===== config.mk =====
export PLATFORM = sky130hd
export DESIGN_NAME = shop_v
export DESIGN_NICKNAME = d
export VERILOG_FILES = /design/src/rtl/shop_v.sv
export SDC_FILE = /design/constraint.sdc
export NUM_CORES = 2
export LEC_CHECK = 0
export CORE_MARGIN = 10
export CORE_UTILIZATION = 64
export CTS_CLUSTER_DIAMETER = 120
export DETAILED_ROUTE_END_ITERATION = 10
export DONT_BUFFER_PORTS = 1
export HOLD_SLACK_MARGIN = 0.1
export PLACE_DENSITY = 0.8
export SLEW_MARGIN = 20
export SYNTH_ARGS = -nofsm -noshare
export SYNTH_HDL_FRONTEND = slang
export SYNTH_SLANG_ARGS = --single-unit

===== constraint.sdc =====
create_clock -name i_clk -period 31.8 [get_ports i_clk]
set_clock_uncertainty 0.1 [all_clocks]
set_input_delay 6.36 -clock i_clk [delete_from_list [all_inputs] [get_ports i_clk]]
set_output_delay 6.36 -clock i_clk [all_outputs]
set_load 0.005 [all_outputs]

===== src/rtl/shop_v.sv =====
// shop_v: ASCII-driven login, user table and stock controller.
// One transaction per rising edge of i_rdy; o_a shows prompts and 1-clock status.
module shop_v #(
    parameter int I_A_NUM_ASCII_CHARS  = 7,
    parameter int O_A_NUM_ASCII_CHARS  = 9,
    parameter int I_U_NUM_BITS         = 4,
    parameter int MAX_USERS            = 5,
    parameter     ADMIN_USERNAME       = "Adm",
    parameter     ADMIN_PASSWORD       = "123",
    parameter     CMD_KEY__LOGOUT      = "Logout",
    parameter     CMD_KEY__LOGIN       = "Login",
    parameter     CMD_KEY__ADD_USER    = "AddUsr",
    parameter     CMD_KEY__DELETE_USER = "DelUsr",
    parameter     CMD_KEY__ADD_ITEM    = "AddItem",
    parameter     CMD_KEY__DELETE_ITEM = "DelItem",
    parameter     CMD_KEY__BUY         = "Buy",
    parameter     CMD_KEY__NONE        = "NONE"
) (
    input  logic                             i_clk,
    input  logic                             i_reset,
    input  logic                             i_rdy,
    input  logic [I_U_NUM_BITS-1:0]          i_u,
    input  logic [8*I_A_NUM_ASCII_CHARS-1:0] i_a,
    output logic [8*O_A_NUM_ASCII_CHARS-1:0] o_a
);
    localparam int I_A_NUM_BITS = 8 * I_A_NUM_ASCII_CHARS;
    localparam int O_A_NUM_BITS = 8 * O_A_NUM_ASCII_CHARS;
    localparam int SW = (MAX_USERS > 1) ? $clog2(MAX_USERS) : 1;
    localparam int CW = ((I_U_NUM_BITS > 8) ? I_U_NUM_BITS : 8) + 1;

    typedef logic [I_A_NUM_BITS-1:0] txt_t;
    typedef logic [O_A_NUM_BITS-1:0] msg_t;

    localparam txt_t ADM_NAME = txt_t'(ADMIN_USERNAME);
    localparam txt_t ADM_PASS = txt_t'(ADMIN_PASSWORD);
    localparam txt_t K_LOGOUT = txt_t'(CMD_KEY__LOGOUT);
    localparam txt_t K_LOGIN  = txt_t'(CMD_KEY__LOGIN);
    localparam txt_t K_ADDU   = txt_t'(CMD_KEY__ADD_USER);
    localparam txt_t K_DELU   = txt_t'(CMD_KEY__DELETE_USER);
    localparam txt_t K_ADDI   = txt_t'(CMD_KEY__ADD_ITEM);
    localparam txt_t K_DELI   = txt_t'(CMD_KEY__DELETE_ITEM);
    localparam txt_t K_BUY    = txt_t'(CMD_KEY__BUY);
    localparam txt_t K_NONE   = txt_t'(CMD_KEY__NONE);

    localparam msg_t M_CMD    = msg_t'("Cmd?");
    localparam msg_t M_UQ     = msg_t'("Username?");
    localparam msg_t M_PQ     = msg_t'("Password?");
    localparam msg_t M_ICMD   = msg_t'("InvalCmd");
    localparam msg_t M_IPERM  = msg_t'("InvalPerm");
    localparam msg_t M_IUSER  = msg_t'("InvalUser");
    localparam msg_t M_IPASS  = msg_t'("InvalPass");
    localparam msg_t M_LIN    = msg_t'("LoggedIn");
    localparam msg_t M_LOUT   = msg_t'("LoggedOut");
    localparam msg_t M_FULL   = msg_t'("DbFull");
    localparam msg_t M_UADD   = msg_t'("UserAdded");
    localparam msg_t M_UDEL   = msg_t'("UserDel");
    localparam msg_t M_IADD   = msg_t'("ItemAdded");
    localparam msg_t M_IDEL   = msg_t'("ItemDel");
    localparam msg_t M_BOUGHT = msg_t'("Bought");
    localparam msg_t M_NOSTK  = msg_t'("NoStock");

    typedef enum logic [2:0] {
        S_CMD, S_USERNAME, S_PASSWORD, S_NEW_NAME,
        S_NEW_PASS, S_DEL_NAME, S_MSG
    } state_t;

    state_t               state, state_d;
    msg_t                 o_a_d;
    logic                 rdy_q;
    logic [MAX_USERS-1:0] used;
    txt_t                 names [MAX_USERS];
    txt_t                 pwds  [MAX_USERS];
    logic                 cur_v, cur_v_d;
    logic [SW-1:0]        cur, cur_d;
    logic [SW-1:0]        pend, pend_d;
    txt_t                 pend_name, pend_name_d;
    logic [7:0]           stock, stock_d;

    logic                 txn, hit, free, is_admin, enough;
    logic [SW-1:0]        hit_idx, free_idx;
    logic [CW-1:0]        qty, sum;
    logic                 add_en, del_en;

    always_comb begin
        txn      = i_rdy & ~rdy_q;
        hit      = 1'b0;
        hit_idx  = '0;
        free     = 1'b0;
        free_idx = '0;
        for (int i = 0; i < MAX_USERS; i++) begin
            if (!hit && used[i] && names[i] == i_a) begin
                hit     = 1'b1;
                hit_idx = SW'(i);
            end
            if (!free && !used[i]) begin
                free     = 1'b1;
                free_idx = SW'(i);
            end
        end
        qty      = CW'(i_u);
        sum      = CW'(stock) + qty;
        enough   = qty <= CW'(stock);
        is_admin = cur_v && (cur == '0);

        state_d     = state;
        o_a_d       = o_a;
        cur_v_d     = cur_v;
        cur_d       = cur;
        pend_d      = pend;
        pend_name_d = pend_name;
        stock_d     = stock;
        add_en      = 1'b0;
        del_en      = 1'b0;

        unique case (state)
            S_MSG: begin
                state_d = S_CMD;
                o_a_d   = M_CMD;
            end
            S_CMD: if (txn) begin
                state_d = S_MSG;
                unique case (1'b1)
                    i_a == K_NONE: state_d = S_CMD;
                    i_a == K_LOGIN:
                        if (!cur_v) begin
                            state_d = S_USERNAME;
                            o_a_d   = M_UQ;
                        end else o_a_d = M_IPERM;
                    i_a == K_LOGOUT:
                        if (cur_v) begin
                            cur_v_d = 1'b0;
                            o_a_d   = M_LOUT;
                        end else o_a_d = M_IPERM;
                    i_a == K_ADDU:
                        if (is_admin) begin
                            state_d = S_NEW_NAME;
                            o_a_d   = M_UQ;
                        end else o_a_d = M_IPERM;
                    i_a == K_DELU:
                        if (is_admin) begin
                            state_d = S_DEL_NAME;
                            o_a_d   = M_UQ;
                        end else o_a_d = M_IPERM;
                    i_a == K_ADDI:
                        if (is_admin) begin
                            stock_d = (sum > CW'(255)) ? 8'hFF : sum[7:0];
                            o_a_d   = M_IADD;
                        end else o_a_d = M_IPERM;
                    i_a == K_DELI, i_a == K_BUY:
                        if (is_admin || (cur_v && i_a == K_BUY)) begin
                            if (enough) begin
                                stock_d = stock - qty[7:0];
                                o_a_d   = (i_a == K_BUY) ? M_BOUGHT : M_IDEL;
                            end else o_a_d = M_NOSTK;
                        end else o_a_d = M_IPERM;
                    default: o_a_d = M_ICMD;
                endcase
            end
            S_USERNAME: if (txn) begin
                if (hit) begin
                    pend_d  = hit_idx;
                    state_d = S_PASSWORD;
                    o_a_d   = M_PQ;
                end else begin
                    state_d = S_MSG;
                    o_a_d   = M_IUSER;
                end
            end
            S_PASSWORD: if (txn) begin
                state_d = S_MSG;
                if (used[pend] && pwds[pend] == i_a) begin
                    cur_v_d = 1'b1;
                    cur_d   = pend;
                    o_a_d   = M_LIN;
                end else o_a_d = M_IPASS;
            end
            S_NEW_NAME: if (txn) begin
                state_d = S_MSG;
                if (hit) o_a_d = M_IUSER;
                else if (!free) o_a_d = M_FULL;
                else begin
                    pend_name_d = i_a;
                    state_d     = S_NEW_PASS;
                    o_a_d       = M_PQ;
                end
            end
            S_NEW_PASS: if (txn) begin
                add_en  = 1'b1;
                state_d = S_MSG;
                o_a_d   = M_UADD;
            end
            S_DEL_NAME: if (txn) begin
                state_d = S_MSG;
                // the admin slot is permanent
                if (!hit || hit_idx == '0) o_a_d = M_IUSER;
                else begin
                    del_en = 1'b1;
                    o_a_d  = M_UDEL;
                end
            end
            default: begin
                state_d = S_CMD;
                o_a_d   = M_CMD;
            end
        endcase
    end

    always_ff @(posedge i_clk or posedge i_reset) begin
        if (i_reset) begin
            state     <= S_CMD;
            o_a       <= M_CMD;
            rdy_q     <= 1'b0;
            cur_v     <= 1'b0;
            cur       <= '0;
            pend      <= '0;
            pend_name <= '0;
            stock     <= '0;
            for (int i = 0; i < MAX_USERS; i++) begin
                used[i]  <= (i == 0);
                names[i] <= (i == 0) ? ADM_NAME : '0;
                pwds[i]  <= (i == 0) ? ADM_PASS : '0;
            end
        end else begin
            state     <= state_d;
            o_a       <= o_a_d;
            rdy_q     <= i_rdy;
            cur_v     <= cur_v_d;
            cur       <= cur_d;
            pend      <= pend_d;
            pend_name <= pend_name_d;
            stock     <= stock_d;
            if (add_en) begin
                used[free_idx]  <= 1'b1;
                names[free_idx] <= pend_name;
                pwds[free_idx]  <= i_a;
            end
            if (del_en) used[hit_idx] <= 1'b0;
        end
    end
endmodule


# Yosys cells after proc, flatten, opt, wreduce, memory -nomap -nowiden
# Cells that the tools add are included.
[totals]
ff_bits = 712
input_bits = 63
output_inout_bits = 72
word_cells = 199
[classes]
addsub = 2
n_lt_le_gt_ge = 10
n_eq_ne = 32
mux = 80
n_bitwise = 8
reduce_logical = 48
[ops]
columns = ["operator", "n"]
rows = [
  ["one-hot mux 72 bit (6 select lines)", 2],
  ["bitwise mux 280 bit", 2],
  ["2-to-1 mux 72 bit", 7],
  ["== test 56 bit", 6],
  ["2-to-1 mux 71 bit", 4],
  ["2-to-1 mux 69 bit", 3],
  ["binary-select mux 56 bit (select 3 bit)", 1],
  ["demux 56 bit (select 3 bit)", 1],
  ["== test 56 x 47 -> 1 bit, second input constant", 3],
  ["2-to-1 mux 56 bit", 3],
  ["== test 56 x 55 -> 1 bit, second input constant", 2],
  ["2-to-1 mux 55 bit", 2],
  ["2-to-1 mux 67 bit", 1],
  ["2-to-1 mux 61 bit", 1],
  ["== test 56 x 23 -> 1 bit, second input constant", 1],
  ["== test 56 x 31 -> 1 bit, second input constant", 1],
  ["== test 56 x 39 -> 1 bit, second input constant", 1],
  ["2-to-1 mux 8 bit", 4],
  ["2-to-1 mux 3 bit", 9],
  ["2-to-1 mux 1 bit", 24],
  ["inequality test 2 bit, second input constant", 12],
  ["one-hot mux 3 bit (4 select lines)", 2],
  ["logical AND 1 bit", 19],
  ["one-hot mux 8 bit (2 select lines)", 1],
  ["other kinds (34)", 68],
]

# Longest topological paths before layout
[logic_depth]
ltp_word = 26
ltp_mapped = 16
ltp_nobuf = 12

# Worst setup path after synthesis
# Ideal clock, no wire load.
[synth_path]
path_kind = "input to register"
from = "in i_a[44]"
to = "reg cur[0]"
setup_time_ns = 0.125
arrival_ns = 8.889
required_ns = 31.575
path_slack_ns = 22.686
stages = 11
path_buffers = 2
path_cell_list = "buf_2 clkbuf_1 o22ai_1 or4bb_1 a21oi_1 nand3_1 or3_1 nor4_2 nand3_1 nor2_2 mux2_2"
[synth_between]
elab_chain_len = 3
[synth_lines]
columns = ["element", "line", "source"]
rows = [
  ["from (decl)", "23", "input logic [8*I_A_NUM_ASCII_CHARS-1:0] i_a,"],
  ["== test 56 bit", "171", "if (used[pend] && pwds[pend] == i_a) begin"],
  ["logical AND 1 bit", "171", ""],
  ["AND reduction 3 bit (no line)", "--", ""],
  ["to (signal assigned)", "228", "cur <= cur_d;"],
  ["to (decl)", "74", "logic [SW-1:0] cur, cur_d;"],
]
# No other way between the ends.
# A chain may end at the register's enable or synchronous reset.

# Worst setup path in the final report
[layout_path]
from = "in i_a[7]"
to = "reg o_a[32]"
[layout_between]
elab_chain_len = 24
word_cells_on_any_way = 58
classes_between = "eq/ne: 15; mux: 21; reduce/logical: 22"
[layout_lines]
columns = ["element", "line", "source"]
rows = [
  ["== test 56 bit", "91", "if (!hit && used[i] && names[i] == i_a) begin"],
  ["logical AND 1 bit", "91", ""],
  ["2-to-1 mux 1 bit", "91", ""],
  ["zero test 1 bit", "91", ""],
  ["logical AND 1 bit (2 in series)", "91", ""],
  ["2-to-1 mux 1 bit", "91", ""],
  ["zero test 1 bit", "91", ""],
  ["logical AND 1 bit (2 in series)", "91", ""],
  ["[... 5 more ...]", "--", ""],
  ["zero test 1 bit", "91", ""],
  ["logical AND 1 bit (2 in series)", "91", ""],
  ["2-to-1 mux 3 bit / 2-to-1 mux 1 bit (equally long branches)", "91", ""],
  ["zero test 3 bit / zero test 1 bit (equally long branches)", "195", "if (!hit || hit_idx == '0) o_a_d = M_IUSER;"],
  ["logical OR 1 bit", "195", ""],
  ["2-to-1 mux 71 bit", "195", ""],
  ["2-to-1 mux 72 bit", "192", "S_DEL_NAME: if (txn) begin"],
  ["one-hot mux 72 bit (6 select lines)", "115", "unique case (state)"],
  ["to (signal assigned)", "211", "o_a <= M_CMD;"],
  ["to (signal assigned)", "225", "o_a <= o_a_d;"],
  ["to (decl)", "24", "output logic [8*O_A_NUM_ASCII_CHARS-1:0] o_a"],
]
# Parallel ways exist; a longest one is shown, timed or not. The select of a mux whose other input is x is not followed.

==> reports/metrics.csv <==
stage,metric,value,unit
placement,numPortBuffers,0,
yosys,synth_top_area_share,46.9,%
clock_network,cts_tree,yes,
setup_path,reg2reg_depth,11,
yosys,synth_largest_area_cell,dfrtp_1,
floorplan,start_util,64.9,%
placement,dp.final_hpwl,77600,um
clock_network,insertion_delay,650,ps
setup_path,crit_start,i_a[7],
global_routing,grt_pass1_vias,25700,
cells_and_area,drive_gt1_share,27.7,%
drt,avgRoutedWirePerCell,32.2,um
sta,fin_setup_tns,0,ps
yosys,synth_common_cells,"659 x dfrtp_1, 593 x mux2_2, 208 x xnor2_1",
sta,fin_crit_sh,32.4,%
run,maxCapViolations,0,
floorplan,die_w,254,um
placement,gp_congestion,0.975,
cells_and_area,area_delta_synth_final,7.04,%
setup_path,critical_path_arrival,10710,ps
worst_hold_path,hp-class,reg -> reg,
global_routing,overflow,0,
setup_path,cp_common_cell,nand4_1,
setup_path,worst_ep_required_time,32200,ps
yosys,yosysWarnings,0,
global_routing,antenna_found_initial,4,
sta,rsz0062_at_grt,no,
yosys,synth_seq_cells,693,
setup_path,path_cells,xnor2_1 -> nand4_1 -> nor4_1 -> nand4_1 -> nor3_2 -> or4_1 -> mux2i_1 -> and3_1 -> nand3_1 -> a22o_1,
setup_path,crit_path_max_incr_delay,950,ps
setup_path,cp-end-kind,flop,
floorplan,die-area,64700,um^2
cells_and_area,nets,2957,
clock_network,cts_buffer_depth,3,
power,power_leakage,16.3,nW
clock_network,clkSinkCount,693,
yosys,seq_area_frac_synth,49.5,%
yosys,ys_async_sr_fraction,100,%
drt,routed_wl,117000,um
clock_network,cts_hold_buffers,0,
sta,finalSetupViolations,0,
setup_path,critPathSlowestCell,nor4_1,
clock_network,cts.repair.resized,0,
sta,slew_viol_final,0,
sta,fin_ws,21490,ps
clock_network,htree_num_levels,3,
floorplan,rows,85,
global_routing,track_usage,36.2,%
yosys,synthTopCellsByArea,"dfrtp_1 47%, mux2_2 19%, xnor2_1 5.2%",
setup_path,crit_path_start_kind,input pin,
sta,worstMarginPinSlew,1090,ps
setup_path,worstSetupPathDepth,10,
setup_path,path_buf_inv,0,
drt,firstDrtPassIters,9,
yosys,syn_area_per_cell,11.6,um^2
clock_network,cts.clk_slew.worst_paths,60,ps
global_routing,grt_max_degree,159,
yosys,synth_flop_cell,dfrtp_1,
global_routing,grt_pass1_wl,171000,um
floorplan,ioPinCount,135,
setup_path,path_delay_family,simple AND/OR/NAND/NOR gates,
floorplan,die_height,254,um
drt,vias,25500,
clock_network,cts_buffers,72,
cells_and_area,stdcell_area,37600,um^2
placement,placedInstanceArea,35200,um^2
clock_network,cts-root-buf,clkbuf_16,
sta,slew_headroom,26.3,%
power,p_per_area,80.1,nW/um^2
setup_path,r2r_setup_slack,25900,ps
setup_path,crit_path_end,o_a[32],
setup_path,crit_type,in -> reg,
floorplan,core_area,54100,um^2
sta,max_freq,0.0970,GHz
setup_path,crit_fanout,17,
placement,dp_slack,20630,ps
clock_network,post_cts.repair.setup_buffers,0,
cells_and_area,nFillCells,3848,
drt,initialDrtViolationCount,3037,
yosys,ys_types,87,
yosys,yosysMostFrequentCell,dfrtp_1,
drt,avgViaCountPerCell,7.02,
drt,ant_nets,0,
yosys,synth_edf_count,0,
power,vdd_drop_max,0.0735,mV
setup_path,r2r_end,cur[0],
yosys,syn_area,35100,um^2
drt,drcViolationCount,0,
setup_path,reg2reg_from,pend[0],
yosys,synth_cells,3023,
run_status,status,completed,
sta,period_minus_slack,10310,ps
sta,finalHoldViolations,0,
==> registers in the layout, indices dropped and copies added (netlist names) <==
register / flops
names: 280
pwds: 280
pend_name: 56
o_a: 53
stock: 8
used: 5
cur: 3
pend: 3
state: 3
cur_v: 1
rdy_q: 1
==> report_power, final <==
part / switching, W / internal (W)
clock network: 0.000363 / 0.000495
logic: 0.000379 / 0.000396
registers: 0.000205 / 0.00118
==> per-layer routing <==
metal	routed length, um	up-vias	track usage, %
li1	-	10500	-
met1	42600	13000	43.8
met2	53300	1543	56.3
met3	11100	473	8.20
met4	10100	2	27.1
met5	15	-	0
==> per-stage QoR <==
step / instances / hold slack [ps] / util (%) / total power [W]
after CTS: 3635 / 384 / 69.4 / 0.00300
after global routing: 3638 / 408 / 69.5 / 0.00313
after floorplan: 3036 / 342 / - / 0.00191
final: 3640 / 382 / 69.5 / 0.00301
after global placement: 3504 / 356 / 65.0 / 0.00209
after detailed placement: 3504 / 371 / 65.0 / 0.00214
==> worst min path at each step <==
stage,from,to,slack [ps],depth (start not counted)
2_1_floorplan,pwds[205],pwds[205],340,2
6_report,pwds[182],pwds[182],380,2
5_1_grt,pwds[171],pwds[171],410,2
3_3_place_gp,pwds[215],pwds[215],360,2
3_5_place_dp,pwds[171],pwds[171],370,2
4_1_cts,pwds[171],pwds[171],380,2
==> placed cells by master, fill, tap and decap left out, types with 21 or more instances in the layout <==
master,instances
buf_4,34
xor2_1,71
clkbuf_16,74
a31oi_1,21
dfrtp_1,656
o22ai_1,34
nor3_1,31
xnor2_1,208
dfstp_2,34
nor4_1,47
mux2i_1,90
mux2_2,593
nor2_1,97
nand2_1,163
nand3_1,49
a21oi_1,79
o21ai_0,121
clkbuf_1,22
nand4_1,73
inv_1,52
==> worst reg2reg max path: stages, from the launching register on <==
cell,delay [ps]
dfrtp_4,910
buf_4,760
clkinv_1,720
a21o_1,350
a21oi_1,180
a211oi_1,170
nor4_1,480
nand4_1,190
nor4_2,570
nand3_1,560
nor2_2,430
mux2_2,370
==> cell families (layout without fill, tap and decap cells) <==
logic type | count (synthesis) | after routing | share of synthesized area (%)
fa+ha+maj | 10 | 10 | 0.399
xor+xnor | 279 | 279 | 6.95
other cells | 2 | 18 | 0.0214
compound gates | 430 | 430 | 8.00
flops | 693 | 693 | 49.5
buf+inv | 320 | 225 | 4.16
mux | 689 | 689 | 21.9
simple gates | 600 | 600 | 9.08
==> final cells by class <==
cell class	instances	area [um^2]	share of cell area, %
multi-input combinational	2023	16400	43.6
antenna	3	7.51	0.0200
sequential	693	17400	46.2
tap	696	871	2.32
clock inverter	19	238	0.632
timing repair buffer	39	330	0.878
clock buffer	112	2150	5.73
inverter	55	214	0.569
(Power assumes the default switching activity.)
